`src/rtl/pad_in_filter_pkg.sv`:
```
// Shared constants, event record type and priority helper for the pad input filter.
package pad_in_filter_pkg;

  localparam int DefNumPads = 8;
  localparam int DefCntW    = 8;
  localparam int DefIdxW    = (DefNumPads > 1) ? $clog2(DefNumPads) : 1;
  localparam int MaxPads    = 64;

  // Event record held in the output register; sized for the default pad count.
  typedef struct packed {
    logic [DefIdxW-1:0] pad;
    logic               rise;
  } evt_t;

  // Index of the lowest set bit; 0 when no bit is set.
  function automatic int lowest_set(input logic [MaxPads-1:0] vec);
    lowest_set = 0;
    for (int i = MaxPads - 1; i >= 0; i--) begin
      if (vec[i]) lowest_set = i;
    end
  endfunction

endpackage

```
`src/rtl/pad_in_filter_chan.sv`:
```
// One pad: synchroniser, debounce counter and filtered level, plus edge pulses.
// Define PAD_IN_FILTER_SYNC3_EN for a 3-flop synchroniser (default 2 flops).
module pad_in_filter_chan
  import pad_in_filter_pkg::*;
#(
  parameter int CNT_W = DefCntW
) (
  input  logic             clk_i,
  input  logic             rst_i,
  input  logic             pad_i,
  input  logic             en_i,
  input  logic [CNT_W-1:0] thresh_i,
  output logic             filt_o,
  output logic             rise_o,
  output logic             fall_o
);

`ifdef PAD_IN_FILTER_SYNC3_EN
  localparam int SyncLen = 3;
`else
  localparam int SyncLen = 2;
`endif

  logic [SyncLen-1:0] sync_q;
  logic [CNT_W-1:0]   cnt_q;
  logic               filt_q;
  logic               s;
  logic               flip;

  assign s = sync_q[SyncLen-1];
  // >= lets a threshold lowered mid-count resolve on the next edge; since the
  // counter only increments while below the threshold it can never wrap.
  assign flip = en_i && (s != filt_q) && (cnt_q >= thresh_i);

  always_ff @(posedge clk_i or posedge rst_i) begin
    if (rst_i) begin
      sync_q <= '0;
      cnt_q  <= '0;
      filt_q <= 1'b0;
    end else begin
      sync_q <= {sync_q[SyncLen-2:0], pad_i};
      if (!en_i || (s == filt_q)) begin
        cnt_q <= '0;
      end else if (flip) begin
        filt_q <= s;
        cnt_q  <= '0;
      end else begin
        cnt_q <= cnt_q + 1'b1;
      end
    end
  end

  assign filt_o = filt_q;
  assign rise_o = flip & s;
  assign fall_o = flip & ~s;

endmodule

```
`src/rtl/pad_in_filter.sv`:
```
// Pad receive filter: per-pad debounce plus one arbitrated valid/ready edge-event stream.
// Option macro: PAD_IN_FILTER_SYNC3_EN (3-flop synchronisers in each channel).
// Event stream: evt_pad_o/evt_rise_o are valid while evt_valid_o is high, held stable
// until evt_ready_i is seen high on a clock edge; the pair transfers on valid & ready.
module pad_in_filter
  import pad_in_filter_pkg::*;
#(
  parameter int NUM_PADS = DefNumPads,
  parameter int CNT_W    = DefCntW,
  parameter int IDX_W    = (NUM_PADS > 1) ? $clog2(NUM_PADS) : 1
) (
  input  logic                clk_i,
  input  logic                rst_i,
  input  logic [NUM_PADS-1:0] pad_i,
  input  logic [NUM_PADS-1:0] cfg_en_i,
  input  logic [CNT_W-1:0]    cfg_thresh_i,
  input  logic [NUM_PADS-1:0] cfg_rise_en_i,
  input  logic [NUM_PADS-1:0] cfg_fall_en_i,
  output logic [NUM_PADS-1:0] filt_o,
  output logic                evt_valid_o,
  input  logic                evt_ready_i,
  output logic [IDX_W-1:0]    evt_pad_o,
  output logic                evt_rise_o,
  output logic [NUM_PADS-1:0] ovf_o,
  input  logic [NUM_PADS-1:0] ovf_clr_i
);

  if (IDX_W != DefIdxW || NUM_PADS > MaxPads) begin : g_bad_cfg
    $error("pad_in_filter: NUM_PADS must match the evt_t sizing in pad_in_filter_pkg");
  end

  logic [NUM_PADS-1:0] rise_p, fall_p;
  logic [NUM_PADS-1:0] set_r, set_f, clr_r, clr_f;
  logic [NUM_PADS-1:0] pend_r_q, pend_f_q, pend_any;
  logic [NUM_PADS-1:0] ovf_q, ovf_set;
  logic [IDX_W-1:0]    sel_idx;
  logic                sel_rise;
  logic                load;
  logic                evt_valid_q;
  evt_t                evt_q;

  for (genvar i = 0; i < NUM_PADS; i++) begin : g_chan
    pad_in_filter_chan #(.CNT_W(CNT_W)) u_chan (
      .clk_i    (clk_i),
      .rst_i    (rst_i),
      .pad_i    (pad_i[i]),
      .en_i     (cfg_en_i[i]),
      .thresh_i (cfg_thresh_i),
      .filt_o   (filt_o[i]),
      .rise_o   (rise_p[i]),
      .fall_o   (fall_p[i])
    );
  end

  assign set_r    = rise_p & cfg_rise_en_i;
  assign set_f    = fall_p & cfg_fall_en_i;
  assign pend_any = pend_r_q | pend_f_q;
  assign load     = !evt_valid_q || evt_ready_i;

  // Lowest pad wins; within a pad the rising event goes first.
  always_comb begin
    clr_r    = '0;
    clr_f    = '0;
    sel_idx  = IDX_W'(lowest_set(MaxPads'(pend_any)));
    sel_rise = pend_r_q[sel_idx];
    if (load && (|pend_any)) begin
      if (sel_rise) clr_r[sel_idx] = 1'b1;
      else          clr_f[sel_idx] = 1'b1;
    end
  end

  // A set landing on the bit being loaded out is a fresh event, not an overflow.
  assign ovf_set = (set_r & pend_r_q & ~clr_r) | (set_f & pend_f_q & ~clr_f);

  always_ff @(posedge clk_i or posedge rst_i) begin
    if (rst_i) begin
      pend_r_q    <= '0;
      pend_f_q    <= '0;
      ovf_q       <= '0;
      evt_valid_q <= 1'b0;
      evt_q       <= '0;
    end else begin
      pend_r_q <= (pend_r_q & ~clr_r) | set_r;
      pend_f_q <= (pend_f_q & ~clr_f) | set_f;
      ovf_q    <= (ovf_q & ~ovf_clr_i) | ovf_set;
      if (load) begin
        evt_valid_q <= |pend_any;
        if (|pend_any) evt_q <= '{pad: sel_idx, rise: sel_rise};
      end
    end
  end

  assign evt_valid_o = evt_valid_q;
  assign evt_pad_o   = evt_q.pad;
  assign evt_rise_o  = evt_q.rise;
  assign ovf_o       = ovf_q;

endmodule

```
`config.mk`:
```
export PLATFORM = sky130hd
export DESIGN_NAME = pad_in_filter
export DESIGN_NICKNAME = d
export VERILOG_FILES = /design/src/rtl/pad_in_filter_pkg.sv /design/src/rtl/pad_in_filter_chan.sv /design/src/rtl/pad_in_filter.sv
export SDC_FILE = /design/constraint.sdc
export NUM_CORES = 1
export LEC_CHECK = 0
export CAP_MARGIN = 20
export CORE_MARGIN = 1.5
export CORE_UTILIZATION = 60
export DETAILED_ROUTE_END_ITERATION = 8
export DONT_BUFFER_PORTS = 1
export GPL_TIMING_DRIVEN = 0
export HOLD_SLACK_MARGIN = 0.12
export PLACE_DENSITY = 0.76
export REMOVE_ABC_BUFFERS = 1
export SLEW_MARGIN = 20
export SYNTH_ARGS = -nofsm -noshare
export SYNTH_HDL_FRONTEND = slang
export SYNTH_SLANG_ARGS = --single-unit
export TNS_END_PERCENT = 30
```
`constraint.sdc`:
```
create_clock -name clk_i -period 5.02 [get_ports clk_i]
set_input_delay 1.004 -clock clk_i [delete_from_list [all_inputs] [get_ports clk_i]]
set_output_delay 1.004 -clock clk_i [all_outputs]
set_load 0.1 [all_outputs]
```
Yosys cells after proc, flatten, opt, wreduce, memory -nomap -nowiden
Index checks and enable logic that the tools add are counted.
W data, S select, Z words.
Word-level totals
  word-level logic and storage cells: 191
  bits in registers: 117
  output and inout bits: 21
Cells by class
  add/sub/neg operators: 8
  bitwise logic cells: 49
  reduce and logical (&&, ||, !) cells: 46
  mux-type cells: 32
  equal/unequal tests: 16
  order comparisons: 10
Operators by type and width (number)
  $mux W8: 20
  $and A8 B8 Y8: 9
  $add A8 B1 Y8 const B: 8
  $ge A8 B8 Y1: 8
  $or A8 B8 Y8: 5
  $mux W3: 8
  $not A8 Y8: 3
  $logic_and A1 B1 Y1: 18
  $reduce_and A2 Y1: 9
  $and A1 B1 Y1: 16
  $not A1 Y1: 16
  $logic_not A1 Y1: 9
  $logic_or A1 B1 Y1: 9
  $eq A1 B1 Y1: 8
  $ne A1 B1 Y1: 8
  $reduce_or A8 Y1: 1
  $lt A3 B4 Y1 const B: 1
  $bmux W1 S3: 1
  $demux W1 S3: 1
  $ge A3 B1 Y1 const B: 1
  $mux W1: 2

Depth between registers and ports, before layout
Gate-level depths: netlist of run 1.
  depth after elaboration: 19
  depth in mapped cells: 9
  gate-level depth less buffers: 8

Hierarchy
Synthesis of run 1 repeated with hierarchy kept, for this count alone.
Unflattened totals
  cells, all modules: 752
  area total of the unflattened synthesis: 7568.5 um^2
Modules (own cells, without submodules)
  pad_in_filter_chan (g_chan[0].u_chan ...): area an instance 752.0 um^2, instances 7, seq. area each 275.3 um^2, cells an instance 75
  pad_in_filter: area an instance 1554.0 um^2, instances 1, seq. area each 725.7 um^2, cells an instance 152
  pad_in_filter_chan (g_chan[1].u_chan): area an instance 750.7 um^2, instances 1, seq. area each 275.3 um^2, cells an instance 75

Worst setup path before layout of run 1
Ideal clock, no wire load.
  kind: input to register
  from: input cfg_thresh_i[5]
  to: register g_chan[2].u_chan.filt_q
  data arrival time: 2729 ps
  buffers on the path: 0
  slack: 2166 ps
  cell stages on the path: 8
  cells stage by stage: inv_1 > ha_1 > a21o_1 > a21o_1 > a21oi_1 > a21bo_2 > o21ai_1 > mux2_2
Between the ends
  word-level cells in the longest chain between the ends: 3
RTL lines
  from (decl): RTL line pad_in_filter.sv:16  | input logic [CNT_W-1:0] cfg_thresh_i,
  $ge A8 B8 Y1: RTL line pad_in_filter_chan.sv:33  | assign flip = en_i && (s != filt_q) && (cnt_q >= thresh_i);
  $logic_and A1 B1 Y1: RTL line pad_in_filter_chan.sv:33
  $reduce_and A2 Y1 (no line)
  to (signal assigned): RTL line pad_in_filter_chan.sv:45  | filt_q <= s;
  to (decl): RTL line pad_in_filter_chan.sv:26  | logic filt_q;
Every way passes these cells.
A chain may end at the register's enable or synchronous reset.

Worst setup path in the final report of run 1
Ends and elaborated chain as after synthesis.

==> results of run 1 <==
## cell usage after synthesis (6+ instances only)
cell type	number
o21ai_0	16
o221ai_1	6
inv_1	32
nor2_1	92
xnor2_1	11
nand2b_1	16
nand2_1	37
ha_1	72
o31ai_1	6
a21o_1	17
and3_1	16
mux2_2	8
dfrtp_1	117
nand4_1	9
xor2_1	45
a21oi_1	15
buf_4	8
nand3_1	46
## area by class of cell
cell class	instances	area share [%]
Tap cell	140	2.41
Clock buffer	27	6.89
Inverter	32	1.72
Timing Repair Buffer	1	0.378
Clock inverter	4	0.275
Multi-Input combinational cell	492	48.1
Sequential cell	117	40.2
## where the power goes
| group | leakage (nW) | total [mW] | internal (mW) | switching, mW |
|---|---|---|---|---|
| logic | 1.84 | 0.359 | 0.130 | 0.229 |
| clock network | 0.262 | 1.06 | 0.665 | 0.396 |
| registers | 1.58 | 1.20 | 0.984 | 0.217 |
| total | 3.68 | 2.62 | 1.78 | 0.841 |
## how the worst min path moves through the flow
| stage | from | to |
|---|---|---|
| 2_1_floorplan | g_chan[0].u_chan.sync_q[0] | g_chan[0].u_chan.sync_q[1] |
| 6_report | rst_i | pend_f_q[1] |
| 3_3_place_gp | g_chan[5].u_chan.sync_q[0] | g_chan[5].u_chan.sync_q[1] |
| 4_1_cts | rst_i | ovf_o[1] |
| 3_5_place_dp | g_chan[4].u_chan.sync_q[0] | g_chan[4].u_chan.sync_q[1] |
| 5_1_grt | g_chan[4].u_chan.sync_q[0] | g_chan[4].u_chan.sync_q[1] |
## sequential cells by signal, summed over array words and instances (netlist names)
signal,flops
evt_pad_o,3
evt_rise_o,1
evt_valid_o,1
g_chan.u_chan.cnt_q,64
g_chan.u_chan.filt_o,8
g_chan.u_chan.sync_q,16
ovf_o,8
pend_f_q,8
pend_r_q,8
## routing by layer
layer  vias up  share of wire, %
met2       169                48
met5         -                 0
met3        42               4.8
met1      2415                44
met4         0               3.6
li1       2337                 -
## placed cells by master, fill, tap and decap left out, types with 2 or more instances in the layout
cell type / netlist / layout
dfrtp_1: 117 / 117
nor2_1: 92 / 92
ha_1: 72 / 72
nand3_1: 46 / 46
xor2_1: 45 / 45
nand2_1: 37 / 37
inv_1: 32 / 31
a21o_1: 17 / 17
nand2b_1: 16 / 16
and3_1: 16 / 16
o21ai_0: 16 / 16
clkbuf_16: 0 / 16
a21oi_1: 15 / 15
xnor2_1: 11 / 11
nand4_1: 9 / 9
mux2_2: 8 / 8
o31ai_1: 6 / 6
o221ai_1: 6 / 6
clkbuf_8: 0 / 6
a211o_1: 5 / 5
o2111ai_1: 5 / 5
o21ai_1: 5 / 5
nor4_1: 5 / 5
clkbuf_1: 2 / 5
nor3_1: 4 / 4
o21ai_2: 4 / 4
clkinv_2: 0 / 4
a2111oi_0: 3 / 3
nand4b_1: 3 / 3
nor2b_1: 3 / 3
or3b_2: 3 / 3
or4_1: 3 / 3
a221o_1: 2 / 2
o21a_1: 2 / 2
or3b_4: 2 / 2
or2_2: 2 / 2
o211ai_1: 2 / 2
o22ai_1: 2 / 2
## cell families (layout without fill, tap and decap cells)
group,Yosys count,after routing,synth area share (%)
buffers and inverters,42,64,2.84
DFF,117,117,44.3
muxes,8,8,1.36
and+or+nand+nor,250,250,18.7
AOI/OAI and AO/OA,106,106,11.8
xor gates and xnor gates,56,56,7.41
adders and majority gates,72,72,13.6
## through the flow
| step | power (mW) | worst slack, ps | instances | cell area (µm²) | hold WS [ps] |
|---|---|---|---|---|---|
| detailed placement | 1.56 | 1740 | 782 | 6760 | 336 |
| finish | 2.62 | 2250 | 813 | 7280 | 347 |
| global route | 2.72 | 2150 | 813 | 7280 | 349 |
| floorplan | 1.47 | 915 | 641 | 6550 | 331 |
| global placement | 1.55 | -153 | 781 | 6720 | 333 |
| CTS | 2.63 | 2280 | 813 | 7280 | 348 |
## critical path: stages
cell and delay, ps:
inv_1 320, ha_1 330, a21o_1 190, a21o_1 170
a21oi_1 210, a21bo_2 250, o21ai_1 320, mux2_2 380
==> metrics, run 1 <==
run status=finished clean; Post-CTS Setup Bufs=0; Die ar.=11,700 µm²; Worst-Skew Late Latency=520 ps; Setup Crit Path Kind=in2reg; max-cap violations=0; WL/cell=17.9 µm; M3 GR Usage=5.85%; Inserted Diodes=0; Mapped Cells=651; vias in the first global route=4,976; H-Tree Depth=4; global route hottest layer=met2; pwr/cell area=360 nW/µm²; Avg Vias per Cell=6.10; ANT nets after route=0; Synth area leader=dfrtp_1; Worst Setup SP=cfg_thresh_i[5]; Critical Path AT=3170 ps; Num CTS Buffers=17; Yosys reg bits=117; top cell type's share of synthesized area=44.3%; Setup-failing EPs final=0; number of port buffers=0; Final Hold Vio Count=0; Post-Syn Area=6620 µm²; router iterations before antenna repair=5; Reg area=2930 µm²; FILL cells=804; Post-DP HPWL=10,400 µm; setup slack, reg-to-reg=2630 ps; met2 usage=42.9%; Max Clock Skew=7.79 ps; Core Area=10,800 µm²; Worst VDD drop=0.000316 V; drt initial violations=355; multi-input logic area=3500 µm²; Final min period=2770 ps; sequential fraction of the synthesis area=44.3%; met1 Usage GRT=33.2%; Routed WL=14,600 µm; largest net degree at the start of global routing=75; initial core utilization=61.3%; R2R Path End=ovf_o[0]; fin crit share=55.2%; via count=4,963; GRT Residual Overflow=0; die width=108 µm; hold_buf cts=0; share of layout cells above drive strength 1=8.47%; top cells by area, synth=dfrtp_1, ha_1, xor2_1, nor2_1, nand3_1; Critical Path Start Type=primary input; Post-synth top flop=dfrtp_1; DRC viols=0; initial antenna violation count=0; FF-to-FF Start=g_chan[0].u_chan.cnt_q[0]; fmax=361 MHz; TritonCTS clock tree=built; floorplan row count=38; Worst Setup EP=g_chan[2].u_chan.filt_o; TNS Setup=0 ps; Resize count post-CTS=0; GP Congestion=0.923; EDFF count, synth=0; Slew Limit Fails=0; Die H=108 µm; Leak=3.68 nW; I/O pins=72; Area Overhead vs Synth=10.0%; max_slew headroom=31.6%; syn_area_per_cell=10.2 µm²; Yosys Warn Count=0; pin slew with the least headroom to its limit=1030 ps; CTS Buffer Depth=2; CP endpoint kind=register; Async SR Flop Fraction=100%; nets=784; Total GRT Usage=26.5%; Final Util=67.4%; first-pass GRT wire length=23,800 µm; RSZ-0062 raised after global routing=false; unique cell type count in the Yosys netlist=61; Max FO, Critical Path=8; clk sinks=117; root buffer cell=clkbuf_8; Worst R2R Path Depth=8; Worst-path clk slew=60 ps; Tightest Hold Check Type=in2async; WP data required=5420 ps
No activity file was read; power rests on OpenSTA's default activity.
==> inputs of run 2 (changes only) <==
Settings changed: CORE_UTILIZATION 60 to 58.
Clock period 5.02 ns to 2.4 ns, I/O delays scaled along.
==> metrics, run 2 (synthesis gave the netlist of run 1 again) <==
floorplan row count=38 (unchanged); commonest non-fill, non-tap cell in the layout=dfrtp_1 (unchanged); DR WL met2=7070 µm (was 6950 µm); Num CTS Buffers=17 (unchanged); Worst-path clk slew=50 ps (was 60 ps); commonest cells after routing, fill and taps aside=dfrtp_1, nor2_1, ha_1, xor2_1, nand3_1 (was dfrtp_1, nor2_1, ha_1, nand3_1, xor2_1); TritonCTS clock tree=built (unchanged); initial antenna violation count=0 (unchanged); Area Overhead vs Synth=12.1% (was 10.0%); Top reg by flops=g_chan.u_chan.cnt_q (unchanged); H-Tree Depth=4 (unchanged); Leak=3.71 nW (was 3.68 nW); Critical Path AT=2610 ps (was 3170 ps); Max FO, Critical Path=6 (was 8); Worst VDD drop=0.00107 V (was 0.000316 V); Max Clock Skew=4.84 ps (was 7.79 ps); drt initial violations=331 (was 355); CP endpoint kind=register (unchanged); I/O pins=72 (unchanged); Tightest Hold Check Type=in2reg (was in2async); clk sinks=117 (unchanged); Setup Crit Path Kind=reg2reg (was in2reg); GRT Residual Overflow=0 (unchanged); Core Area=11,000 µm² (was 10,800 µm²); WL met3=729 µm (was 699 µm); first-pass GRT wire length=23,600 µm (was 23,800 µm); Critical Path Start Type=register (was primary input); Largest register FFs=64 (unchanged); Routed WL=14,400 µm (was 14,600 µm); WL met1=6140 µm (was 6410 µm); via count=4,962 (was 4,963); pre-CTS setup slack=-427 ps (was 1740 ps); share of layout cells above drive strength 1=10.4% (was 8.47%); number of port buffers=0 (unchanged); Post-DP HPWL=10,300 µm (was 10,400 µm); max_slew headroom=33.1% (was 31.6%); Final min period=2320 ps; TNS Setup=0 ps (unchanged); highest metal used=met4 (unchanged); run status=finished clean (unchanged); vias in the first global route=5,048 (was 4,976); WL/cell=17.5 µm (was 17.9 µm); fin crit share=96.5%; initial core utilization=60.2% (was 61.3%); root buffer cell=clkbuf_16 (was clkbuf_8); Die H=110 µm (was 108 µm); max-cap violations=0 (unchanged); Avg Vias per Cell=6.04 (was 6.10); Final WS setup=84.7 ps (was 2250 ps); DRC viols=0 (unchanged); Setup-failing EPs final=0 (unchanged); pwr/cell area=740 nW/µm² (was 360 nW/µm²); GP Congestion=0.915 (was 0.923); FILL cells=864 (was 804); die width=110 µm (was 108 µm); ANT nets after route=0 (unchanged); fmax=432 MHz; largest net degree at the start of global routing=85 (was 75); Inserted Diodes=0 (unchanged); Worst-Skew Late Latency=410 ps (was 520 ps); Total GRT Usage=26.3% (was 26.5%); Die ar.=12,100 µm² (was 11,700 µm²); CTS Buffer Depth=2 (unchanged); pin slew with the least headroom to its limit=1000 ps (was 1030 ps); nets=794 (was 784); router iterations before antenna repair=5 (unchanged); WP data required=2700 ps (was 5420 ps); biggest regs=g_chan.u_chan.cnt_q: 64 flops, g_chan.u_chan.sync_q: 16 flops (unchanged); Slew Limit Fails=0 (unchanged); Final Hold Vio Count=0 (unchanged)
-- run 2: final cells by class --
type	instances	area [µm²]	area share, %
Tap cell	140	175	2.36
Clock inverter	5	25.0	0.337
Clock buffer	25	495	6.68
Inverter	32	129	1.74
Sequential cell	117	2940	39.6
Multi-Input combinational cell	492	3530	47.6
Timing Repair Buffer	11	125	1.69
-- run 2: worst paths after layout --
check | slack (ps) | cells after the start | endpoint | from
max | 80 | 8 | g_chan[6].u_chan.filt_o | g_chan[6].u_chan.cnt_q[0]
min | 160 | 1 | ovf_o[2] | ovf_clr_i[2]
max reg2reg | 80 | 8 | g_chan[6].u_chan.filt_o | g_chan[6].u_chan.cnt_q[0]
min reg2reg | 350 | 0 | g_chan[7].u_chan.sync_q[1] | g_chan[7].u_chan.sync_q[0]
max in group asynchronous | 1120 | 3 | g_chan[6].u_chan.cnt_q[0] | rst_i
min in group asynchronous | 540 | 2 | g_chan[1].u_chan.sync_q[1] | rst_i
-- run 2: what timing repair did --
action                                  CTS  global route
hold endpoints to repair                 41             0
pin swaps                                 0             7
endpoints found under the setup margin    1            28
gates resized for setup                   1            18
buffers inserted                          0             1
hold buffers                              9             0
-- run 2: per-stage QoR --
stage	hold slack [ps]	utilization, %	cell area [µm²]	cells	total power [mW]
final	162	67.5	7420	822	5.49
after global routing	139	67.5	7420	822	5.73
after CTS	145	67.1	7370	821	5.51
after detailed placement	337	61.5	6760	782	3.27
after global placement	332	61.2	6720	781	3.23
after floorplan	331	-	6550	641	3.08
-- run 2: per-layer routing --
layer	up-vias	track usage, %
met3	43	8.00
met1	2414	30.7
li1	2365	-
met4	0	13.0
met5	-	0
met2	140	43.9
-- run 2: power breakdown --
part / internal [mW] / switching [mW]
combinational: 0.290 / 0.478
sequential: 2.06 / 0.449
clock: 1.40 / 0.806
-- run 2: worst max-delay path: stages, from the launching register on --
cell and delay, ps:
dfrtp_2 420, inv_1 80, ha_1 280, nand2b_1 140, a211o_1 300, a221o_1 360, a21oi_2 180, nand2b_1 130
mux2_2 320
